<file path="src/rtl/regfile_dump_uart_tx_if.sv">
// Bundle between the register-file dump reader and its surroundings:
// start request, one combinational read port and the UART status/line.
`timescale 1ns/1ps
interface regfile_dump_uart_tx_if #(
  parameter int DATA_WIDTH    = 32,
  parameter int ADDRESS_WIDTH = 5
);
  logic                     dump_req;
  logic [ADDRESS_WIDTH-1:0] rd_addr;
  logic [DATA_WIDTH-1:0]    rd_data;
  logic                     tx;
  logic                     busy;
  logic                     done;

  modport master (
    input  dump_req, rd_data,
    output rd_addr, tx, busy, done
  );

  modport slave (
    output dump_req, rd_data,
    input  rd_addr, tx, busy, done
  );
endinterface

</file>
<file path="src/rtl/regfile_dump_uart_tx.sv">
// Walks every register through one read port and streams them as an 8N1 UART
// frame: 0xA5 header, register bytes (reg 0 first, MSB byte first), XOR checksum.
`timescale 1ns/1ps
module regfile_dump_uart_tx #(
  parameter int DATA_WIDTH    = 32,
  parameter int ADDRESS_WIDTH = 5,
  parameter int NUM_REGS      = 32,
  parameter int CLKS_PER_BIT  = 434
) (
  input  logic                   clk,
  input  logic                   rst,
  regfile_dump_uart_tx_if.master bus
);

  localparam int BYTES = DATA_WIDTH / 8;
  localparam int CNT_W = $clog2(CLKS_PER_BIT);
  localparam int BC_W  = (BYTES > 1) ? $clog2(BYTES) : 1;
  localparam logic [ADDRESS_WIDTH-1:0] LAST_ADDR = ADDRESS_WIDTH'(NUM_REGS - 1);
  localparam logic [BC_W-1:0]          LAST_BYTE = BC_W'(BYTES - 1);
  localparam logic [7:0]               HDR_BYTE  = 8'hA5;

  typedef enum logic [2:0] {IDLE, HDR, LOAD, DATA, CSUM, DONE} state_t;

  state_t                   state;
  logic [CNT_W-1:0]         clk_cnt;
  logic [3:0]               bit_idx;   // 0 = start, 1..8 = data bits, 9 = stop
  logic [BC_W-1:0]          byte_cnt;
  logic [ADDRESS_WIDTH-1:0] rd_addr_r;
  logic                     tx_r;
  logic                     busy_r;
  logic                     done_r;

  logic [7:0]               tx_byte;
  logic [DATA_WIDTH-1:0]    shreg;
  logic [7:0]               csum;

  logic bit_end;
  logic byte_end;

  assign bit_end     = (clk_cnt == CNT_W'(CLKS_PER_BIT - 1));
  assign byte_end    = bit_end && (bit_idx == 4'd9);
  assign bus.rd_addr = rd_addr_r;
  assign bus.tx      = tx_r;
  assign bus.busy    = busy_r;
  assign bus.done    = done_r;

  // Line level for a given bit slot of the 8N1 character.
  function automatic logic bit_level(input logic [7:0] b, input logic [3:0] idx);
    logic [2:0] k;
    k = 3'(idx - 4'd1);
    if (idx == 4'd0)      bit_level = 1'b0;
    else if (idx >= 4'd9) bit_level = 1'b1;
    else                  bit_level = b[k];
  endfunction

  always_ff @(posedge clk) begin
    if (rst) begin
      state     <= IDLE;
      clk_cnt   <= '0;
      bit_idx   <= '0;
      byte_cnt  <= '0;
      rd_addr_r <= '0;
      tx_r      <= 1'b1;
      busy_r    <= 1'b0;
      done_r    <= 1'b0;
    end else begin
      done_r <= 1'b0;
      case (state)
        IDLE: begin
          if (bus.dump_req) begin
            state     <= HDR;
            busy_r    <= 1'b1;
            tx_r      <= 1'b0;
            clk_cnt   <= '0;
            bit_idx   <= '0;
            byte_cnt  <= '0;
            rd_addr_r <= '0;
          end
        end
        HDR, DATA, CSUM: begin
          if (!bit_end) begin
            clk_cnt <= clk_cnt + 1'b1;
          end else if (bit_idx != 4'd9) begin
            clk_cnt <= '0;
            bit_idx <= bit_idx + 4'd1;
            tx_r    <= bit_level(tx_byte, bit_idx + 4'd1);
          end else begin
            // Stop bit complete: either chain the next byte or change phase.
            clk_cnt <= '0;
            bit_idx <= '0;
            case (state)
              HDR: begin
                state     <= LOAD;
                tx_r      <= 1'b1;
                rd_addr_r <= '0;
              end
              DATA: begin
                if (byte_cnt == LAST_BYTE) begin
                  byte_cnt <= '0;
                  if (rd_addr_r == LAST_ADDR) begin
                    state <= CSUM;
                    tx_r  <= 1'b0;
                  end else begin
                    rd_addr_r <= rd_addr_r + 1'b1;
                    state     <= LOAD;
                    tx_r      <= 1'b1;
                  end
                end else begin
                  byte_cnt <= byte_cnt + 1'b1;
                  tx_r     <= 1'b0;
                end
              end
              default: begin
                state     <= DONE;
                busy_r    <= 1'b0;
                done_r    <= 1'b1;
                tx_r      <= 1'b1;
                rd_addr_r <= '0;
              end
            endcase
          end
        end
        LOAD: begin
          state    <= DATA;
          tx_r     <= 1'b0;
          clk_cnt  <= '0;
          bit_idx  <= '0;
          byte_cnt <= '0;
        end
        DONE:    state <= IDLE;
        default: state <= IDLE;
      endcase
    end
  end

  // Byte/shift/checksum datapath; follows the control decisions above.
  always_ff @(posedge clk) begin
    if (state == IDLE && bus.dump_req) begin
      tx_byte <= HDR_BYTE;
      csum    <= 8'h00;
    end else if (state == LOAD) begin
      tx_byte <= bus.rd_data[DATA_WIDTH-1 -: 8];
      shreg   <= bus.rd_data << 8;
      csum    <= csum ^ bus.rd_data[DATA_WIDTH-1 -: 8];
    end else if (state == DATA && byte_end) begin
      if (byte_cnt != LAST_BYTE) begin
        tx_byte <= shreg[DATA_WIDTH-1 -: 8];
        shreg   <= shreg << 8;
        csum    <= csum ^ shreg[DATA_WIDTH-1 -: 8];
      end else if (rd_addr_r == LAST_ADDR) begin
        tx_byte <= csum;
      end
    end
  end

endmodule

</file>
<file path="src/flat_wrapper.sv">
// flat-port wrapper written by rule: the top's interface ports become plain ports
module regfile_dump_uart_tx_flat 
#(
  parameter int DATA_WIDTH    = 32,
  parameter int ADDRESS_WIDTH = 5,
  parameter int NUM_REGS      = 32,
  parameter int CLKS_PER_BIT  = 434
)
  (clk, rst, bus_dump_req, bus_rd_data, bus_rd_addr, bus_tx, bus_busy, bus_done);
  regfile_dump_uart_tx_if #(.DATA_WIDTH(DATA_WIDTH), .ADDRESS_WIDTH(ADDRESS_WIDTH)) bus_i ();
  input  logic clk;
  input  logic rst;
  input wire logic [$bits(bus_i.dump_req)-1:0] bus_dump_req;
  input wire logic [$bits(bus_i.rd_data)-1:0] bus_rd_data;
  output wire logic [$bits(bus_i.rd_addr)-1:0] bus_rd_addr;
  output wire logic [$bits(bus_i.tx)-1:0] bus_tx;
  output wire logic [$bits(bus_i.busy)-1:0] bus_busy;
  output wire logic [$bits(bus_i.done)-1:0] bus_done;
  assign bus_i.dump_req = bus_dump_req;
  assign bus_i.rd_data = bus_rd_data;
  assign bus_rd_addr = bus_i.rd_addr;
  assign bus_tx = bus_i.tx;
  assign bus_busy = bus_i.busy;
  assign bus_done = bus_i.done;
  regfile_dump_uart_tx #(.DATA_WIDTH(DATA_WIDTH), .ADDRESS_WIDTH(ADDRESS_WIDTH), .NUM_REGS(NUM_REGS), .CLKS_PER_BIT(CLKS_PER_BIT)) u_core (.clk(clk), .rst(rst), .bus(bus_i));
endmodule
</file>
<file path="config.mk">
export PLATFORM = sky130hd
export DESIGN_NAME = regfile_dump_uart_tx_flat
export DESIGN_NICKNAME = d
export VERILOG_FILES = /design/src/rtl/regfile_dump_uart_tx_if.sv /design/src/rtl/regfile_dump_uart_tx.sv /design/src/flat_wrapper.sv
export SDC_FILE = /design/constraint.sdc
export NUM_CORES = 1
export LEC_CHECK = 0
export ABC_AREA = 1
export CORE_UTILIZATION = 35
export CTS_CLUSTER_DIAMETER = 80
export DETAILED_ROUTE_END_ITERATION = 12
export DONT_BUFFER_PORTS = 1
export PLACE_DENSITY = 0.55
export SETUP_SLACK_MARGIN = 0.15
export SLEW_MARGIN = 20
export SYNTH_ARGS = -nofsm -noshare
export SYNTH_HDL_FRONTEND = slang
export SYNTH_SLANG_ARGS = --single-unit
</file>
<file path="constraint.sdc">
create_clock -name clk -period 2.5 [get_ports clk]
set_clock_uncertainty 0.2 [all_clocks]
set_input_delay 0.375 -clock clk [delete_from_list [all_inputs] [get_ports clk]]
set_output_delay 0.375 -clock clk [all_outputs]
set_load 0.1 [all_outputs]
</file>
==> summary.md <==
| Metric | Value |
|---|---|
| Outcome | `finished clean` |
| CTS tree | `done` |
| Layout cells sized above 1 | `a little over a tenth` |
| Antenna Nets Post-Route | `0` |
| Synthesized Nets | `roughly 550` |
| Sequential share of the synthesized area | `43.42%` |
| CP max FO | `24` |
| Initial drt markers | `190` |
| Largest net degree at the start of global routing | `28` |
| Diodes inserted | `0` |
| Slew headroom | `between 60% and 70%` |
| Place WS | `about 0.47 ns` |
| DR DRC count | `0` |
| TritonCTS Buffers | `9` |
| Worst vdd ir | `between 0.3 and 0.4 mV` |
| # setup viols final | `0` |
| CTS resizes | `0` |
| Io pins | `between 40 and 50` |
| Die H | `between 100 and 150 microns` |
| Least-Margin Pin Slew | `approximately 0.49 ns` |
| Critical path type | `reg -> reg` |
| Grt ovf | `0` |
| Max incr delay on CP | `between 0.3 and 0.4 ns` |
| CTS clock-pin slew for the worst setup and hold paths | `approximately 0.080 ns` |
| First-pass GRT wire length | `13720 microns` |
| Fmax | `487.2 MHz` |
| Crit-path slowest cell | `dfxtp_1` |
| Final Max Slew Viols | `0` |
| Hpwl dp | `about 5900 microns` |
| DR vias | `approximately 3200` |
| Later-pin clock latency in the skew report | `about 0.34 ns` |
| CP endpoint kind | `register` |
| Placer Congestion | `between 0.8 and 0.9` |
| Mapped Area | `between 0.003 and 0.004 sq mm` |
| Met2 GRT Util | `between 20% and 30%` |
| Final Hold Fails | `0` |
| Cell leakage power | `~1.8 nW` |
| Final Critical Period | `approximately 2.1 ns` |
| Post-synth EDFFs | `24` |
| Min-delay worst type | `in -> reg` |
| CTS Buffer Depth | `2` |
| Die Width | `103.4 microns` |
| Drt first pass iters | `4` |
| Vias per Instance | `4.855` |
| Gate Count Post-Synth | `around 510` |
| Post-synth top flop | `dfxtp_1` |
| Port Buffers | `0` |
| Synth Register Bits | `66` |
| Wirelength per Cell | `12.27 microns` |
| CP startpoint kind | `register` |
| Placed instance area | `around 0.0038 sq mm` |
| Initial antenna violation count | `0` |
| Area of the core | `~0.01 sq mm` |
| Async S/R FF share, synth | `0%` |
| Synth unique cells | `31` |
| Htree depth | `3` |
| P&R area growth vs syn | `13.08%` |
| Most common cell after layout, fill and taps aside | `nand2_1` |
| Unrepaired setup endpoints after global routing | `false` |
| Fin nets | `between 500 and 600` |
| Max-cap viol count | `0` |
| Post-CTS Hold Buffers | `4` |
| Global route hottest layer | `met2` |
| Yosys warnings | `0` |
| Crit path DAT | `1.89 ns` |
| Full die area | `0.01068 sq mm` |
| Vias in the first global route | `2940` |
| Post-route cell area | `about 0.0041 sq mm` |
| GRT Util Overall | `between 10% and 20%` |
| CP required | `between 2 and 2.5 ns` |
| Buffers & Inverters on Critical Path | `3` |
| Final setup TNS | `0 ns` |
| TritonCTS Sinks | `66` |
| Critical-path cell list | `inv_1, ha_1, nand2_1, nor2_1, nand4_1, nand2_2, nand2_2, inv_1, buf_12` |
| PnR worst setup slack | `about 0.45 ns` |
| Commonest non-fill, non-tap cells in the layout | `162 x nand2_1, 55 x nand3_1, 51 x nor2_1` |
| Setup Fix Bufs, Post-CTS | `0` |
| Avg Inst Size Synth | `7.093 sq um` |
| Row cnt | `36` |
| Overall power | `around 4.3 mW` |
| CTS root buffer | `clkbuf_8` |
| Crit-path leading delay family | `simple AND/OR/NAND/NOR gates` |
| DRT Wirelength | `~8000 microns` |
| Global routing usage on met3 | `between 4 and 5%` |
| Fin util | `around two fifths` |
| Fin crit share | `just over 80%` |
| PD cells | `approximately 1100 mW/mm^2` |
| Initial Util | `36.45%` |
| Met1 Usage GRT | `a little under a quarter` |
-- cell type report --
class / instances / area [sq um]
multi-input combinational: 376 / 1763
fill: 1010 / 5798
timing repair buffer: 23 / 195.2
clock buffer: 9 / 123.9
clock inverter: 7 / 70.07
tap: 133 / 166.4
inverter: 49 / 183.9
sequential: 66 / 1564
-- sequential cells by signal, indices dropped and copies added, names as in the netlist --
name / count
u_core.bit_idx: 4
u_core.bus.busy: 1
u_core.bus.done: 1
u_core.bus.rd_addr: 5
u_core.bus.tx: 1
u_core.byte_cnt: 2
u_core.clk_cnt: 9
u_core.csum: 8
u_core.shreg: 24
u_core.state: 3
u_core.tx_byte: 8
-- logic make-up (layout without fill, tap and decap cells) --
| group | count (synthesis) | count (layout) | share of synthesized area (%) |
|---|---|---|---|
| AND/OR/NAND/NOR | 304 | 304 | 36.50 |
| XOR/XNOR | 3 | 3 | 0.7308 |
| AO/OA/AOI/OAI | 60 | 60 | 8.664 |
| buffers and inverters | 65 | 88 | 7.550 |
| flip-flops | 66 | 66 | 43.42 |
| adder cells (fa/ha/maj) | 9 | 9 | 3.132 |
-- final timing paths --
kind	start	end	slack, ns	depth (start not counted)
max	u_core.bit_idx[1]	u_core.shreg[8]	0.45	9
min	bus_rd_data[23]	u_core.shreg[31]	0.02	2
max reg2reg	u_core.bit_idx[1]	u_core.shreg[8]	0.45	9
min reg2reg	u_core.tx_byte[1]	u_core.tx_byte[1]	0.27	2
-- routing by layer --
metal	wire length, microns	vias to the layer above
met1	3982	1440
met4	112	0
met3	401	12
met2	3639	83
met5	0	-
li1	-	1684
-- synthesized netlist by cell type, types with 7 or more instances --
master,instances,area share (%)
nand4_1,12,2.1
buf_2,7,0.97
o21ai_0,25,3.5
dfxtp_1,42,23
ha_1,9,3.1
a21oi_1,29,4.0
nand2_1,162,17
nand2_2,8,1.4
nand3_1,55,7.7
inv_1,44,4.6
nor2_1,51,5.3
edfxtp_1,24,20
-- metrics by stage --
stage,cells,hold WS [ns]
3_5_place_dp,643,0.2472
3_3_place_gp,643,0.2453
6_report,663,0.01953
2_1_floorplan,507,0.2292
5_1_grt,663,0.001510
4_1_cts,663,0.0007257
-- power by group --
part | leakage, nW | switching (mW) | internal (mW) | total (mW)
clock | 0.101 | 0.446 | 0.459 | 0.906
sequential | 0.567 | 0.187 | 1.46 | 1.65
combinational | 1.12 | 1.20 | 0.582 | 1.78
total | 1.78 | 1.83 | 2.50 | 4.33
Note: power is estimated with default switching activity, not from simulation.
